$ cat config.mk
export PLATFORM = sky130hd
export DESIGN_NAME = memory_arbiter_flat
export DESIGN_NICKNAME = d
export VERILOG_FILES = /design/src/rtl/memory_arbiter_if.sv /design/src/rtl/memory_arbiter.sv /design/src/flat_wrapper.sv
export SDC_FILE = /design/constraint.sdc
export NUM_CORES = 1
export LEC_CHECK = 0
export CAP_MARGIN = 20
export CORE_MARGIN = 3
export CORE_UTILIZATION = 44
export CTS_CLUSTER_DIAMETER = 200
export DETAILED_ROUTE_END_ITERATION = 7
export PLACE_DENSITY = 0.87
export SLEW_MARGIN = 20
export SYNTH_ARGS = -nofsm -noshare
export SYNTH_HDL_FRONTEND = slang
export SYNTH_SLANG_ARGS = --single-unit
$ cat constraint.sdc
create_clock -name clk -period 2.4 [get_ports clk]
set_input_delay 0.48 -clock clk [delete_from_list [all_inputs] [get_ports clk]]
set_output_delay 0.48 -clock clk [all_outputs]
set_load 0.01 [all_outputs]
$ cat src/rtl/memory_arbiter_if.sv
`default_nettype none
// ============================================================================
// memory_arbiter_if
// Requester and Memory-side bus of the unified-memory arbiter.
// Revision: 1.0
// ============================================================================
interface memory_arbiter_if #(
    parameter int WORD     = 8,
    parameter int ADDRESSL = 5
);
    logic                fetchReq;
    logic [ADDRESSL-1:0] fetchAddr;
    logic                fetchAck;
    logic [WORD-1:0]     fetchData;
    logic                dataReq;
    logic                dataWe;
    logic [ADDRESSL-1:0] dataAddr;
    logic [WORD-1:0]     dataWData;
    logic                dataAck;
    logic [WORD-1:0]     dataRData;
    logic [ADDRESSL-1:0] address;
    logic [WORD-1:0]     writeData;
    logic                memRead;
    logic                memWrite;
    logic [WORD-1:0]     readData;
    logic                busy;

    // slave: the arbiter; master: the requesters plus the Memory around it
    modport slave (
        input  fetchReq, fetchAddr, dataReq, dataWe, dataAddr, dataWData, readData,
        output fetchAck, fetchData, dataAck, dataRData,
               address, writeData, memRead, memWrite, busy
    );

    modport master (
        output fetchReq, fetchAddr, dataReq, dataWe, dataAddr, dataWData, readData,
        input  fetchAck, fetchData, dataAck, dataRData,
               address, writeData, memRead, memWrite, busy
    );
endinterface
`default_nettype wire

$ cat src/rtl/memory_arbiter.sv
`default_nettype none
// ============================================================================
// memory_arbiter
// Round-robin sharing of a single-port Memory between fetch and data ports,
// using a fixed 3-cycle IDLE/ACCESS/RESPOND transaction.
// Revision: 1.0
// ============================================================================
module memory_arbiter #(
    parameter int WORD     = 8,
    parameter int ADDRESSL = 5
) (
    input  logic             clk,
    input  logic             rst,
    memory_arbiter_if.slave  bus
);
    typedef enum logic [1:0] {
        IDLE    = 2'd0,
        ACCESS  = 2'd1,
        RESPOND = 2'd2
    } state_t;

    localparam logic PORT_FETCH = 1'b0;
    localparam logic PORT_DATA  = 1'b1;

    state_t              state_q, state_d;
    logic                last_grant_q, last_grant_d;
    logic                grant_q, grant_d;
    logic [ADDRESSL-1:0] address_q, address_d;
    logic [WORD-1:0]     write_data_q, write_data_d;
    logic                mem_read_q, mem_read_d;
    logic                mem_write_q, mem_write_d;
    logic                fetch_ack_q, fetch_ack_d;
    logic                data_ack_q, data_ack_d;
    logic [WORD-1:0]     fetch_data_q, fetch_data_d;
    logic [WORD-1:0]     data_rdata_q, data_rdata_d;
    logic                pick;

    always_comb begin
        state_d      = state_q;
        last_grant_d = last_grant_q;
        grant_d      = grant_q;
        address_d    = address_q;
        write_data_d = write_data_q;
        mem_read_d   = 1'b0;
        mem_write_d  = 1'b0;
        fetch_ack_d  = 1'b0;
        data_ack_d   = 1'b0;
        fetch_data_d = fetch_data_q;
        data_rdata_d = data_rdata_q;
        pick         = PORT_FETCH;

        case (state_q)
            IDLE: begin
                if (bus.fetchReq || bus.dataReq) begin
                    // On a tie the port that did not win last time goes next
                    if (bus.fetchReq && bus.dataReq) begin
                        pick = ~last_grant_q;
                    end else begin
                        pick = bus.dataReq ? PORT_DATA : PORT_FETCH;
                    end
                    grant_d      = pick;
                    last_grant_d = pick;
                    if (pick == PORT_DATA) begin
                        address_d   = bus.dataAddr;
                        mem_read_d  = ~bus.dataWe;
                        mem_write_d = bus.dataWe;
                        if (bus.dataWe) begin
                            write_data_d = bus.dataWData;
                        end
                    end else begin
                        address_d  = bus.fetchAddr;
                        mem_read_d = 1'b1;
                    end
                    state_d = ACCESS;
                end
            end
            ACCESS: begin
                // mem_read_q marks a read access; stores leave read data alone
                if (mem_read_q) begin
                    if (grant_q == PORT_FETCH) begin
                        fetch_data_d = bus.readData;
                    end else begin
                        data_rdata_d = bus.readData;
                    end
                end
                fetch_ack_d = (grant_q == PORT_FETCH);
                data_ack_d  = (grant_q == PORT_DATA);
                state_d     = RESPOND;
            end
            RESPOND: begin
                state_d = IDLE;
            end
            default: begin
                state_d = IDLE;
            end
        endcase
    end

    always_ff @(posedge clk or negedge rst) begin
        if (!rst) begin
            state_q      <= IDLE;
            last_grant_q <= PORT_DATA;
            grant_q      <= PORT_FETCH;
            address_q    <= '0;
            write_data_q <= '0;
            mem_read_q   <= 1'b0;
            mem_write_q  <= 1'b0;
            fetch_ack_q  <= 1'b0;
            data_ack_q   <= 1'b0;
            fetch_data_q <= '0;
            data_rdata_q <= '0;
        end else begin
            state_q      <= state_d;
            last_grant_q <= last_grant_d;
            grant_q      <= grant_d;
            address_q    <= address_d;
            write_data_q <= write_data_d;
            mem_read_q   <= mem_read_d;
            mem_write_q  <= mem_write_d;
            fetch_ack_q  <= fetch_ack_d;
            data_ack_q   <= data_ack_d;
            fetch_data_q <= fetch_data_d;
            data_rdata_q <= data_rdata_d;
        end
    end

    assign bus.address   = address_q;
    assign bus.writeData = write_data_q;
    assign bus.memRead   = mem_read_q;
    assign bus.memWrite  = mem_write_q;
    assign bus.fetchAck  = fetch_ack_q;
    assign bus.dataAck   = data_ack_q;
    assign bus.fetchData = fetch_data_q;
    assign bus.dataRData = data_rdata_q;
    assign bus.busy      = (state_q != IDLE);

endmodule
`default_nettype wire
$ cat src/flat_wrapper.sv
// flat-port wrapper written by rule: the top's interface ports become plain ports
module memory_arbiter_flat 
#(
    parameter int WORD     = 8,
    parameter int ADDRESSL = 5
)
  (clk, rst, bus_fetchReq, bus_fetchAddr, bus_dataReq, bus_dataWe, bus_dataAddr, bus_dataWData, bus_readData, bus_fetchAck, bus_fetchData, bus_dataAck, bus_dataRData, bus_address, bus_writeData, bus_memRead, bus_memWrite, bus_busy);
  memory_arbiter_if #(.WORD(WORD), .ADDRESSL(ADDRESSL)) bus_i ();
  input  logic clk;
  input  logic rst;
  input wire logic [$bits(bus_i.fetchReq)-1:0] bus_fetchReq;
  input wire logic [$bits(bus_i.fetchAddr)-1:0] bus_fetchAddr;
  input wire logic [$bits(bus_i.dataReq)-1:0] bus_dataReq;
  input wire logic [$bits(bus_i.dataWe)-1:0] bus_dataWe;
  input wire logic [$bits(bus_i.dataAddr)-1:0] bus_dataAddr;
  input wire logic [$bits(bus_i.dataWData)-1:0] bus_dataWData;
  input wire logic [$bits(bus_i.readData)-1:0] bus_readData;
  output wire logic [$bits(bus_i.fetchAck)-1:0] bus_fetchAck;
  output wire logic [$bits(bus_i.fetchData)-1:0] bus_fetchData;
  output wire logic [$bits(bus_i.dataAck)-1:0] bus_dataAck;
  output wire logic [$bits(bus_i.dataRData)-1:0] bus_dataRData;
  output wire logic [$bits(bus_i.address)-1:0] bus_address;
  output wire logic [$bits(bus_i.writeData)-1:0] bus_writeData;
  output wire logic [$bits(bus_i.memRead)-1:0] bus_memRead;
  output wire logic [$bits(bus_i.memWrite)-1:0] bus_memWrite;
  output wire logic [$bits(bus_i.busy)-1:0] bus_busy;
  assign bus_i.fetchReq = bus_fetchReq;
  assign bus_i.fetchAddr = bus_fetchAddr;
  assign bus_i.dataReq = bus_dataReq;
  assign bus_i.dataWe = bus_dataWe;
  assign bus_i.dataAddr = bus_dataAddr;
  assign bus_i.dataWData = bus_dataWData;
  assign bus_i.readData = bus_readData;
  assign bus_fetchAck = bus_i.fetchAck;
  assign bus_fetchData = bus_i.fetchData;
  assign bus_dataAck = bus_i.dataAck;
  assign bus_dataRData = bus_i.dataRData;
  assign bus_address = bus_i.address;
  assign bus_writeData = bus_i.writeData;
  assign bus_memRead = bus_i.memRead;
  assign bus_memWrite = bus_i.memWrite;
  assign bus_busy = bus_i.busy;
  memory_arbiter #(.WORD(WORD), .ADDRESSL(ADDRESSL)) u_core (.clk(clk), .rst(rst), .bus(bus_i));
endmodule
==> impl_metrics.env <==
export IMPL_io_pins=65
export IMPL_cp_required_ns=1.92
export IMPL_wl_mm=3.08
export IMPL_dp_hpwl_mm=2.35
export IMPL_tritoncts="built"
export IMPL_gr_total_overflow=0
export IMPL_synth_seq_cells=37
export IMPL_p_total_w=0.00282
export IMPL_ys_types=22
export IMPL_drv_cap=0
export IMPL_slew_viol_final=0
export IMPL_post_cts_resized=0
export IMPL_postRouteAntennaNets=0
export IMPL_die_y_um=63.4
export IMPL_yosysSeqAreaShare_pct=63.9
export IMPL_syn_nets=128
export IMPL_first_pass_iters=3
export IMPL_ir_drop_uv=584
export IMPL_synth_compound_area_share_pct=5.95
export IMPL_synth_area_mux_share_pct=22.3
export IMPL_timing_fmax_mhz=488
export IMPL_critPathLaunchType="flip-flop"
export IMPL_postCtsSetupBuffers=0
export IMPL_timing_hold_ws_ns=0.218
export IMPL_die_w_um=63.4
export IMPL_post_route_min_period_ns=2.05
export IMPL_cts_max_path_buffers=2
export IMPL_avgSynthCellArea_um2=14.9
export IMPL_rsz0062_at_grt="no"
export IMPL_synth_xor_area_share_pct=0
export IMPL_rr_worst_depth=3
export IMPL_grt_usage_pct=16.7
export IMPL_path_max_fanout=11
export IMPL_p_leak_nw=0.947
export IMPL_post_route_period_util_pct=85.5
export IMPL_crit_arrival_ns=1.57
export IMPL_area_growth_pct=52.6
export IMPL_io_buffers=64
export IMPL_drive_gt1_share_pct=24.0
export IMPL_num_antenna_cells=0
export IMPL_ctsHoldBuffers=0
export IMPL_first_global_vias=1119
export IMPL_synth_top_family_by_area="multiplexers"
export IMPL_grt_pass1_wl_mm=5.21
export IMPL_syn_inst=97
export IMPL_worst_setup_path_type="flip-flop to primary output"
export IMPL_cts_root_buf="clkbuf_4"
export IMPL_setup_violations=0
export IMPL_max_slew_margin_pct=47.3
export IMPL_viasPerCell=4.86
export IMPL_initial_core_util_pct=46.7
export IMPL_r2r_start="u_core.grant_q"
export IMPL_cts_sinks=37
export IMPL_hold_class="input port to async pin"
export IMPL_clock_skew_ns=0.00477
export IMPL_numCtsBuffers=5
export IMPL_worst_pin_slew_ns=0.791
export IMPL_p_per_area_nw_per_um2=1270
export IMPL_post_route_drc_count=0
export IMPL_utilization_pct=71.3
export IMPL_hold_violations=0
export IMPL_synthSimpleGateAreaFrac_pct=5.09
export IMPL_antenna_found_initial=0
export IMPL_regToRegSetupSlack_ns=0.88
export IMPL_setup_tns_ns=0
export IMPL_end_kind="primary output"
export IMPL_grt_max_degree=38
export IMPL_die_area_um2=4020
export IMPL_yosys_warnings=0
export IMPL_cts_clk_slew_worst_paths_ns=0.11
export IMPL_cts_max_level=2
export IMPL_synthAdderAreaFrac_pct=0
export IMPL_r2r_end="u_core.bus.fetchData[1]"
export IMPL_vias=1025
export IMPL_core_um2=3100
export IMPL_nets=197
export IMPL_status="complete, no violations"
export IMPL_syn_area_um2=1450
export IMPL_gp_congestion=0.706
export IMPL_drt_iter0_markers=26
export IMPL_wl_per_cell_um=14.6
export IMPL_rows=20
export IMPL_clk_latency_ns=0.33
[power breakdown]
part,internal (W),switching (W)
clock,0.000249,0.000193
sequential,0.000932,0.000174
combinational,0.000786,0.000483
[flip-flops by register name, indices dropped and copies added (netlist names)]
signal,count
u_core.bus.dataRData,8
u_core.bus.fetchData,8
u_core.bus.dataAck,1
u_core.grant_q,1
u_core.bus.memRead,1
u_core.bus.fetchAck,1
u_core.bus.writeData,8
u_core.bus.address,5
u_core.state_q,2
u_core.bus.memWrite,1
u_core.last_grant_q,1
[cells in the mapped netlist]
library cell	count	area (um2)
a31oi_1	1	6.26
mux2_4	1	15.0
clkbuf_1	1	3.75
buf_6	1	11.3
nand3_4	1	17.5
mux2i_1	5	50.1
nand2_1	1	3.75
mux2_2	23	259
a22o_1	1	8.76
buf_2	1	5.00
or2_2	1	6.26
nand3_2	1	10.0
inv_1	3	11.3
and2b_1	1	7.51
nor3b_2	1	12.5
buf_4	1	7.51
and2_1	2	12.5
dfstp_2	1	26.3
a21oi_1	12	60.1
a21boi_2	1	11.3
nor2_1	1	3.75
dfrtp_1	36	901
[cell families (layout without fill, tap and decap cells)]
| logic type | Yosys count | in the layout |
|---|---|---|
| buffers and inverters | 7 | 77 |
| AOI/OAI and AO/OA | 15 | 15 |
| and+or+nand+nor | 9 | 9 |
| muxes | 29 | 29 |
| DFF | 37 | 37 |
[area by class of cell]
| cell class | count | area (um2) |
|---|---|---|
| fill | 257 | 890 |
| tap | 44 | 55.1 |
| clock buffer | 7 | 55.1 |
| timing repair buffer | 66 | 651 |
| clock inverter | 1 | 30.0 |
| multi-input combinational | 53 | 484 |
| inverter | 3 | 11.3 |
| sequential | 37 | 927 |
[critical path: stages, from the launching register on]
cell and delay [ns]:
dfrtp_1 0.42, nor2_1 0.11, buf_4 0.19, inv_1 0.05
clkdlybuf4s50_1 0.47
[layer usage]
layer  global-route usage [%]  share of wire, %  up-vias
met1                     19.3                40      497
li1                         -                 -      478
met2                     28.7                51       46
met4                     6.47               1.3        0
met5                        0                 0        -
met3                     5.17               8.2        4
[cell usage in the layout (no fill, tap or decap), types with 2 or more instances in the layout]
master / instances
inv_1: 3
clkdlybuf4s50_1: 63
clkbuf_4: 5
buf_4: 2
and2_1: 2
a21oi_1: 12
mux2_2: 23
mux2i_1: 5
dfrtp_1: 36
[per-stage QoR]
stage                     instance area, um2  setup slack, ns  std cells
after floorplan                         1450             1.05         97
after global placement                  2130            0.583        203
after detailed placement                2130            0.558        203
after CTS                               2210            0.316        211
after global routing                    2210            0.243        211
final                                   2210            0.349        211
[worst max path at each step]
stage	depth (start not counted)	slack [ns]	start	to
finish	4	0.35	u_core.state_q[1]	bus_busy
global placement	4	0.58	bus_dataReq	u_core.bus.writeData[0]
CTS	4	0.32	u_core.state_q[1]	bus_busy
floorplan	3	1.05	u_core.state_q[1]	bus_busy
detailed placement	5	0.56	bus_dataReq	u_core.bus.address[4]
global route	4	0.24	u_core.state_q[1]	bus_busy
Note: power is estimated with default switching activity, not from simulation.
